[config.mk]
export PLATFORM = sky130hd
export DESIGN_NAME = uart_receiver_flat
export DESIGN_NICKNAME = d
export VERILOG_FILES = /design/src/rtl/uart_receiver_pkg.sv /design/src/rtl/uart_receiver_if.sv /design/src/rtl/uart_receiver_rx_sync.sv /design/src/rtl/uart_receiver.sv /design/src/flat_wrapper.sv
export SDC_FILE = /design/constraint.sdc
export NUM_CORES = 1
export LEC_CHECK = 0
export CELL_PAD_IN_SITES_DETAIL_PLACEMENT = 0
export CELL_PAD_IN_SITES_GLOBAL_PLACEMENT = 1
export CORE_MARGIN = 5
export CORE_UTILIZATION = 46
export CTS_CLUSTER_DIAMETER = 60
export DETAILED_ROUTE_END_ITERATION = 16
export PLACE_DENSITY = 0.84
export SYNTH_ARGS = -nofsm -noshare
export SYNTH_HDL_FRONTEND = slang
export SYNTH_SLANG_ARGS = --single-unit
[constraint.sdc]
create_clock -name clk -period 3.36 [get_ports clk]
set_clock_uncertainty 0.15 [all_clocks]
set_input_delay 0.672 -clock clk [delete_from_list [all_inputs] [get_ports clk]]
set_output_delay 0.672 -clock clk [all_outputs]
set_load 0.02 [all_outputs]
[src/rtl/uart_receiver_pkg.sv]
// Shared constants and types for the UART receive path: parity modes,
// receiver state encodings and the bit-vote helper.
package uart_receiver_pkg;

    localparam int OVERSAMPLING_16 = 16;

    typedef enum logic [1:0] {
        PARITY_NONE,
        PARITY_ODD,
        PARITY_EVEN
    } parity_t;

    typedef enum logic [2:0] {
        ST_IDLE,
        ST_START,
        ST_DATA,
        ST_PARITY,
        ST_STOP,
        ST_WAIT_IDLE
    } rx_state_t;

    function automatic logic majority3(input logic a, input logic b, input logic c);
        return (a & b) | (a & c) | (b & c);
    endfunction

endpackage

[src/rtl/uart_receiver_if.sv]
// Receiver-side bus: tick enable and serial line in, byte and strobes out.
interface uart_receiver_if #(
    parameter int DATA_BITS = 8
);
    logic                 rxTick;
    logic                 rx;
    logic [DATA_BITS-1:0] data;
    logic                 dataValid;
    logic                 parityError;
    logic                 frameError;
    logic                 busy;

    modport master (
        input  rxTick, rx,
        output data, dataValid, parityError, frameError, busy
    );

    modport slave (
        output rxTick, rx,
        input  data, dataValid, parityError, frameError, busy
    );
endinterface

[src/rtl/uart_receiver_rx_sync.sv]
// Two-flop synchroniser for the asynchronous rx line, with a
// parameterised reset value so an idle-high line never looks like a start bit.
module uart_receiver_rx_sync #(
    parameter logic RESET_VAL = 1'b1
) (
    input  logic clk,
    input  logic reset,
    input  logic d,
    output logic q
);
    logic meta;

    always_ff @(posedge clk) begin
        if (reset) begin
            meta <= RESET_VAL;
            q    <= RESET_VAL;
        end else begin
            meta <= d;
            q    <= meta;
        end
    end
endmodule

[src/rtl/uart_receiver.sv]
// UART receive stage: synchronises rx, validates the start bit, majority-votes
// every bit around mid-period and emits one byte per frame with strobes.
module uart_receiver
    import uart_receiver_pkg::*;
#(
    parameter int      DATA_BITS    = 8,
    parameter int      OVERSAMPLING = OVERSAMPLING_16,
    parameter parity_t PARITY       = PARITY_NONE
) (
    input logic             clk,
    input logic             reset,
    uart_receiver_if.master bus
);
    localparam int CW = $clog2(OVERSAMPLING);
    localparam int BW = $clog2(DATA_BITS + 1);

    localparam logic [CW-1:0] VOTE_A   = CW'(OVERSAMPLING / 2 - 1);
    localparam logic [CW-1:0] VOTE_B   = CW'(OVERSAMPLING / 2);
    localparam logic [CW-1:0] VOTE_C   = CW'(OVERSAMPLING / 2 + 1);
    localparam logic [CW-1:0] S_LAST   = CW'(OVERSAMPLING - 1);
    localparam logic [BW-1:0] LAST_BIT = BW'(DATA_BITS - 1);

    rx_state_t            state, state_nxt;
    logic                 rx_s;
    logic [CW-1:0]        s_cnt;
    logic [BW-1:0]        bit_cnt;
    logic [1:0]           samp;
    logic [DATA_BITS-1:0] shreg;
    logic                 par_err;
    logic                 vote, at_dec, at_end, counting;
    logic                 load_data, valid_nxt, perr_nxt, ferr_nxt;

    uart_receiver_rx_sync #(.RESET_VAL(1'b1)) u_sync (
        .clk   (clk),
        .reset (reset),
        .d     (bus.rx),
        .q     (rx_s)
    );

    // The third sample is the live one; the decision lands on VOTE_C.
    assign vote     = majority3(samp[0], samp[1], rx_s);
    assign at_dec   = (s_cnt == VOTE_C);
    assign at_end   = (s_cnt == S_LAST);
    assign counting = state inside {ST_START, ST_DATA, ST_PARITY, ST_STOP};
    assign bus.busy = (state != ST_IDLE);

    always_ff @(posedge clk) begin
        if (reset) state <= ST_IDLE;
        else       state <= state_nxt;
    end

    always_comb begin
        state_nxt = state;
        if (bus.rxTick) begin
            case (state)
                ST_IDLE:      if (!rx_s) state_nxt = ST_START;
                ST_START: begin
                    if (at_dec && vote) state_nxt = ST_IDLE;
                    else if (at_end)    state_nxt = ST_DATA;
                end
                ST_DATA: begin
                    if (at_end && bit_cnt == LAST_BIT)
                        state_nxt = (PARITY != PARITY_NONE) ? ST_PARITY : ST_STOP;
                end
                ST_PARITY:    if (at_end) state_nxt = ST_STOP;
                // A good stop bit returns to IDLE at mid-bit so the next
                // start edge can follow with no idle gap.
                ST_STOP:      if (at_dec) state_nxt = vote ? ST_IDLE : ST_WAIT_IDLE;
                ST_WAIT_IDLE: if (rx_s) state_nxt = ST_IDLE;
                default:      state_nxt = ST_IDLE;
            endcase
        end
    end

    always_comb begin
        load_data = 1'b0;
        valid_nxt = 1'b0;
        perr_nxt  = 1'b0;
        ferr_nxt  = 1'b0;
        if (bus.rxTick && state == ST_STOP && at_dec) begin
            load_data = 1'b1;
            if (vote) begin
                valid_nxt = 1'b1;
                perr_nxt  = par_err;
            end else begin
                ferr_nxt  = 1'b1;
            end
        end
    end

    always_ff @(posedge clk) begin
        if (reset) begin
            s_cnt           <= '0;
            bit_cnt         <= '0;
            samp            <= '0;
            shreg           <= '0;
            par_err         <= 1'b0;
            bus.data        <= '0;
            bus.dataValid   <= 1'b0;
            bus.parityError <= 1'b0;
            bus.frameError  <= 1'b0;
        end else begin
            bus.dataValid   <= valid_nxt;
            bus.parityError <= perr_nxt;
            bus.frameError  <= ferr_nxt;
            if (load_data) bus.data <= shreg;
            if (bus.rxTick) begin
                s_cnt <= (counting && state_nxt == state && !at_end) ? s_cnt + 1'b1 : '0;
                if (s_cnt == VOTE_A) samp[0] <= rx_s;
                if (s_cnt == VOTE_B) samp[1] <= rx_s;
                if (state == ST_IDLE && !rx_s) begin
                    bit_cnt <= '0;
                    par_err <= 1'b0;
                end
                if (state == ST_DATA && at_dec) shreg <= {vote, shreg[DATA_BITS-1:1]};
                if (state == ST_DATA && at_end) bit_cnt <= bit_cnt + 1'b1;
                // Total ones over payload plus parity bit must be even (or odd).
                if (state == ST_PARITY && at_dec)
                    par_err <= (^shreg) ^ vote ^ (PARITY == PARITY_ODD);
            end
        end
    end
endmodule

[src/flat_wrapper.sv]
// flat-port wrapper written by rule: the top's interface ports become plain ports
module uart_receiver_flat import uart_receiver_pkg::*;
#(
    parameter int      DATA_BITS    = 8,
    parameter int      OVERSAMPLING = OVERSAMPLING_16,
    parameter parity_t PARITY       = PARITY_NONE
)
  (clk, reset, bus_rxTick, bus_rx, bus_data, bus_dataValid, bus_parityError, bus_frameError, bus_busy);
  uart_receiver_if #(.DATA_BITS(DATA_BITS)) bus_i ();
  input logic clk;
  input logic reset;
  input wire logic [$bits(bus_i.rxTick)-1:0] bus_rxTick;
  input wire logic [$bits(bus_i.rx)-1:0] bus_rx;
  output wire logic [$bits(bus_i.data)-1:0] bus_data;
  output wire logic [$bits(bus_i.dataValid)-1:0] bus_dataValid;
  output wire logic [$bits(bus_i.parityError)-1:0] bus_parityError;
  output wire logic [$bits(bus_i.frameError)-1:0] bus_frameError;
  output wire logic [$bits(bus_i.busy)-1:0] bus_busy;
  assign bus_i.rxTick = bus_rxTick;
  assign bus_i.rx = bus_rx;
  assign bus_data = bus_i.data;
  assign bus_dataValid = bus_i.dataValid;
  assign bus_parityError = bus_i.parityError;
  assign bus_frameError = bus_i.frameError;
  assign bus_busy = bus_i.busy;
  uart_receiver #(.DATA_BITS(DATA_BITS), .OVERSAMPLING(OVERSAMPLING), .PARITY(PARITY)) u_core (.clk(clk), .reset(reset), .bus(bus_i));
endmodule
==> summary.md, run 1 <==
| Metric | Value |
|---|---|
| Arr. time, crit path | 1830 ps |
| Vias in the first global route | 1,343 |
| Die Wd | 70.5 µm |
| Top cells by area, synth | dfxtp_1, mux2i_1, nor2_1 |
| Cells after Synth | 195 |
| Slew Limit Fails | 0 |
| Cell Area, Synth | 1690 µm² |
| CTS tree | done |
| Area share of the largest cell type after synthesis | 0.416 |
| Min-Delay Path Class | register to register |
| Worst IR Drop VDD | 0.256 mV |
| Vias per inst | 5.64 |
| Max Fclk | 378 MHz |
| Async SR Flop Fraction | 0 |
| Setup TNS | 0 ps |
| Global route overflow | 0 |
| Most common cell in the netlist | dfxtp_1 |
| Mean Syn Cell Area | 8.64 µm² |
| Sequential power share | 0.505 |
| Power Dens Cells | 423 nW/µm² |
| Buffers on Ports | 15 |
| Die Height | 70.5 µm |
| GPL Wtd Cong | 0.943 |
| Drt first pass iters | 5 |
| DRT iter0 DRCs | 155 |
| Number of flops mapped to enable cells by yosys | 0 |
| CTS clock-pin slew for the worst setup and hold paths | 70 ps |
| CP startpoint kind | register |
| Setup violators final | 0 |
| CP max stage cell | dfxtp_1 |
| Resized cells post-CTS | 0 |
| Final Critical Period | 2650 ps |
| Layout cell share with drive strength beyond 1 | 0.0769 |
| Routed Antenna Nets | 0 |
| Delay of the slowest cell on the worst path | 650 ps |
| Non-Filler Instances | 256 |
| Actual slew at the worst max-slew pin | 562 ps |
| Synth area leader | dfxtp_1 |
| Hold WS | 260 ps |
| Clk buf depth | 2 |
| DRC viols | 0 |
| RSZ-0062 raised after global routing | no |
| Cell Int Power | 666 µW |
| Clock sinks | 35 |
| Vias | 1,444 |
| Clk root buf | clkbuf_8 |
| Switch share | 0.198 |
| Post-CTS Setup Inserts | 0 |
| First-pass GRT wire length | 5980 µm |
| Max-Cap Viols | 0 |
| Total GRT Usage | 0.147 |
| Total Power | 831 µW |
| Final Hold Fails | 0 |
| Synth Net Count | 203 |
| CTS buffer count | 5 |
| Run status | complete, no violations |
| Initial Util | 0.467 |
| Endpoint class of the critical path | output port |
| I/O Pins | 16 |
| Ys flop type | dfxtp_1 |
| Slew HR | 0.624 |
| ANT cells | 0 |
| Largest net degree at the start of global routing | 27 |
| Worst endpoint required time | 2540 ps |
| Logic pwr share | 0.032 |
| Largest fanout on the critical path | 17 |
| Cell area after placement | 1850 µm² |
| Core ar. | 3610 µm² |
| Final Cycle Share | 0.788 |
| Initial antenna violation count | 0 |
| Most frequent cells after synthesis | dfxtp_1, nor2_1, nand2_1, a21oi_1, nand3_1 |
| Placed cell count | 248 |
| Crit Path Class | register to output port |
| Rows | 22 |
| NetSw | 165 µW |
| Die area | 4970 µm² |
| WL final | 3510 µm |
| Area delta synth->final | 16.6% |
| WL/cell | 13.7 µm |
| Cell area after layout | 1970 µm² |
| Clk Latency, worst-skew pair | 280 ps |
| Synth warn | 0 |
| Hold buffers post-CTS | 0 |
| Leak Pwr | 0.000761 µW |
| Sequential share of the synthesized area | 0.416 |
| Post-DP HPWL | 2450 µm |
| Clock power frac | 0.463 |
| Crit path cell chain | nor2_1 > nand2_1 > clkdlybuf4s50_1 |
| #FFs+latches synth | 35 |
| Unique masters post-synth | 42 |
| # nets final | 215 |
| H-tree levels | 2 |
| Fillers | 314 |
==> through the flow <==
stage / worst slack, ps / util
final: 712 / 0.545
after global routing: 629 / 0.545
after CTS: 729 / 0.545
after detailed placement: 510 / 0.512
after global placement: 620 / 0.512
after floorplan: 1410 / -
==> path summary, 6_finish.rpt <==
check	slack, ps	depth (start not counted)	startpoint	end
hold / removal	260	1	u_core.u_sync.meta	u_core.u_sync.q
setup / recovery	710	3	u_core.state[0]	bus_busy
setup reg to reg	950	6	u_core.s_cnt[0]	u_core.s_cnt[2]
hold reg to reg	260	1	u_core.u_sync.meta	u_core.u_sync.q
==> flip-flops by register name, indices dropped and copies added, names as in the netlist <==
name / count
u_core.bus.dataValid: 1
u_core.state: 3
u_core.samp: 2
u_core.par_err: 1
u_core.bus.data: 8
u_core.bus.frameError: 1
u_core.bit_cnt: 4
u_core.s_cnt: 4
u_core.u_sync.meta: 1
u_core.shreg: 8
u_core.bus.parityError: 1
u_core.u_sync.q: 1
==> kinds of logic (layout without fill, tap and decap cells) <==
family          Yosys count  count (layout)  share of synthesized area
simple gates             79              79                      0.235
compound gates           38              38                      0.146
flops                    35              35                      0.416
buf+inv                  17              30                     0.0483
mux                      12              12                     0.0713
xor+xnor                  9               9                     0.0468
fa+ha+maj                 5               5                     0.0364
==> power by group through the flow <==
stage | clock network, µW | logic, µW | registers, µW
finish | 384 | 26.7 | 420
global route | 419 | 29.3 | 420
CTS | 398 | 26.6 | 420
detailed placement | 0 | 26.5 | 429
global placement | 0 | 25.8 | 429
floorplan | 0 | 18.8 | 427
==> critical path: cells and delay by family, from the launching register on <==
family / cells / cell delay, ps
buffers and inverters: 1 / 600
flip-flops: 1 / 650
AND/OR/NAND/NOR: 2 / 300
==> area by class of cell <==
class	count	area, µm²	share of cell area
clock buffer	6	82.6	0.0420
clock inverter	2	35.0	0.0178
multi-input combinational	143	903	0.460
sequential	35	701	0.356
tap	48	60.1	0.0306
inverter	5	18.8	0.00955
timing repair buffer	17	165	0.0840
==> routing by layer <==
metal,track usage,wire length (µm)
met4,0.0689,52
met3,0.0384,205
met2,0.244,1770
met5,0,0
met1,0.177,1480
==> cells in the final DEF, fill, tap and decap left out, types with 2 or more instances in the layout <==
cell type,synthesis,final
a21oi_1,14,14
a31oi_1,2,2
a32o_1,3,3
and3_1,2,2
and3b_1,2,2
buf_4,0,2
clkbuf_8,0,6
clkdlybuf4s50_1,0,15
dfxtp_1,35,35
ha_1,4,4
inv_1,5,5
mux2i_1,12,12
nand2_1,18,18
nand2b_1,2,2
nand3_1,13,13
nand3b_1,2,2
nand4b_1,2,2
nor2_1,21,21
nor3_1,7,7
o21a_1,2,2
o21ai_0,7,7
or2_2,3,3
xnor2_1,7,7
xor2_1,2,2
Power figures use the tool's default switching activity.
==> inputs of run 2 (changes only) <==
--- a/config.mk
+++ b/config.mk
@@ -8,10 +8,10 @@
 export CELL_PAD_IN_SITES_DETAIL_PLACEMENT = 0
 export CELL_PAD_IN_SITES_GLOBAL_PLACEMENT = 1
 export CORE_MARGIN = 5
-export CORE_UTILIZATION = 46
+export CORE_UTILIZATION = 42
 export CTS_CLUSTER_DIAMETER = 60
 export DETAILED_ROUTE_END_ITERATION = 16
-export PLACE_DENSITY = 0.84
+export PLACE_DENSITY = 0.78
 export SYNTH_ARGS = -nofsm -noshare
 export SYNTH_HDL_FRONTEND = slang
 export SYNTH_SLANG_ARGS = --single-unit
==> constraint.sdc (replaced) <==
create_clock -name clk -period 2.5 [get_ports clk]
set_clock_uncertainty 0.15 [all_clocks]
set_input_delay 0.5 -clock clk [delete_from_list [all_inputs] [get_ports clk]]
set_output_delay 0.5 -clock clk [all_outputs]
set_load 0.02 [all_outputs]
==> run 2 against run 1 <==
Net effect: die area up 8.1%; clock-buffer cell count up 1; wire length up 0.20%; hold slack better by 2.2 ps; register-to-register slack worse by 600 ps; critical path depth unchanged; final area up 0.57%; combinational power up 65%; global-route usage down 0.16 points; sequential power up 34%; clock power down 2%; via count down 2.6%; critical path type unchanged; highest routed layer unchanged.
==> summary.md, run 2 (synthesized netlist as in run 1, its figures left out) <==
| Metric | Value |
|---|---|
| Run status | complete, no violations |
| Hold WS | 262 ps (+2.20 ps) |
| I/O Pins | 16 (unchanged) |
| Clk Latency, worst-skew pair | 280 ps (about the same) |
| Final Critical Period | 2390 ps |
| Die Height | 73.3 µm (+4.0%) |
| Final Hold Fails | 0 (unchanged) |
| Vias in the first global route | 1,385 (+3.1%) |
| CTS buffer count | 5 (unchanged) |
| Leak Pwr | 0.000773 µW (+1.5%) |
| DRC viols | 0 (unchanged) |
| Non-Filler Instances | 264 (+3.1%) |
| Hold path endpoint | u_core.u_sync.q |
| Setup violators final | 0 (unchanged) |
| Slew HR | 0.622 (-0.00250) |
| Layout cell share with drive strength beyond 1 | 0.0935 (+0.0165) |
| Drt first pass iters | 4 (-1) |
| CTS clock-pin slew for the worst setup and hold paths | 70 ps (about the same) |
| Placement Setup Slack | 157 ps (-353 ps) |
| Initial Util | 0.427 (-0.0399) |
| Post-route setup slack | 110 ps (-603 ps) |
| Initial antenna violation count | 0 (unchanged) |
| Clk buf depth | 2 (unchanged) |
| Hold depth | 1 (unchanged) |
| Most common cell after layout, fill and taps aside | dfxtp_1 |
| Die Wd | 73.3 µm (+4.0%) |
| Routed Antenna Nets | 0 (unchanged) |
| Vias | 1,407 (-2.6%) |
| RSZ-0062 raised after global routing | no |
| GPL Wtd Cong | 0.824 (-13%) |
| Resized cells post-CTS | 0 (unchanged) |
| Vias per inst | 5.33 (-5.5%) |
| RR Endpoint | u_core.bus.data[5] |
| Worst endpoint required time | 1850 ps (-690 ps) |
| Post-DP HPWL | 2450 µm (+0.13%) |
| Core ar. | 3940 µm² (+9.3%) |
| Area delta synth->final | 17.3% |
| Slew Limit Fails | 0 (unchanged) |
| Post-CTS Setup Inserts | 0 (unchanged) |
| WL/cell | 13.3 µm (-2.8%) |
| Worst IR Drop VDD | 0.326 mV (+27%) |
| Max Fclk | 418 MHz |
| Top Registers | u_core.bus.data x8, u_core.shreg x8 |
| Buffers on Ports | 15 (unchanged) |
| Global route overflow | 0 (unchanged) |
| ANT cells | 0 (unchanged) |
| Placed cell count | 256 (+3.2%) |
| Max-Cap Viols | 0 (unchanged) |
| Clk root buf | clkbuf_8 |
| Setup TNS | 0 ps (unchanged) |
| Arr. time, crit path | 1740 ps (-90 ps) |
| Flop2flop setup slack | 350 ps (-600 ps) |
| Total GRT Usage | 0.145 (-0.00162) |
| Crit Path Class | register to output port |
| DRT iter0 DRCs | 89 (-43%) |
| Die area | 5380 µm² (+8.1%) |
| Rows | 23 (+4.5%) |
| CTS tree | done |
| Hold buffers post-CTS | 0 (unchanged) |
| Worst r2r path cells | 7 (+1) |
| Actual slew at the worst max-slew pin | 566 ps (+3.75 ps) |
| Largest fanout on the critical path | 14 (-3) |
| Worst Hold Launch | u_core.u_sync.meta |
| WL final | 3510 µm (+0.20%) |
| Worst R2R Start | u_core.s_cnt[1] |
| First-pass GRT wire length | 6180 µm (+3.3%) |
| Most frequent cells in the layout | dfxtp_1, nor2_1, nand2_1 |
| H-tree levels | 2 (unchanged) |
| Min-Delay Path Class | register to register |
| # nets final | 221 (+2.8%) |
| CP startpoint kind | register |
| Endpoint class of the critical path | output port |
| Final Cycle Share | 0.956 |
| Power Dens Cells | 497 nW/µm² (+18%) |
| Largest net degree at the start of global routing | 34 (+26%) |
| Clock sinks | 35 (unchanged) |
==> run 2: power breakdown <==
group / switching, µW / internal (µW) / leakage [µW]
Sequential: 1.28 / 560 / 0.000282
Clock: 183 / 195 / 0.0000422
Combinational: 27.0 / 17.0 / 0.000448
Total: 211 / 772 / 0.000773
==> run 2: stage by stage <==
step / power [µW] / util / instance area [µm²]
floorplan: 600 / - / 1690
global placement: 617 / 0.481 / 1900
detailed placement: 618 / 0.481 / 1900
CTS: 999 / 0.501 / 1980
global route: 1030 / 0.501 / 1980
finish: 983 / 0.501 / 1980
==> run 2: worst max path at each step <==
stage | cells after the start | end | from
floorplan | 8 | u_core.s_cnt[1] | u_core.s_cnt[1]
global placement | 5 | u_core.s_cnt[2] | bus_rxTick
detailed placement | 5 | u_core.s_cnt[2] | bus_rxTick
CTS | 3 | bus_busy | u_core.state[1]
global route | 3 | bus_busy | u_core.state[1]
finish | 3 | bus_busy | u_core.state[1]
==> run 2: layout make-up <==
cell class | instances | area [µm²]
repair buffers | 23 | 210
flip-flops and latches | 35 | 701
inverters | 5 | 18.8
multi-input cells | 143 | 903
clock inverters | 1 | 5.00
well taps | 50 | 62.6
clock buffers | 7 | 76.3
fillers | 381 | 1970
==> run 2: per-layer routing <==
metal	up-vias	wire length (µm)	global-route usage
met5	-	0	0
met4	0	38	0.0463
met3	4	137	0.0410
met2	23	1690	0.236
met1	657	1640	0.185
li1	723	-	-
==> run 2: critical path: stages (launching register included) <==
cell and delay, ps:
dfxtp_1 580, nor2_1 160, nand2_1 120, clkdlybuf4s50_1 600
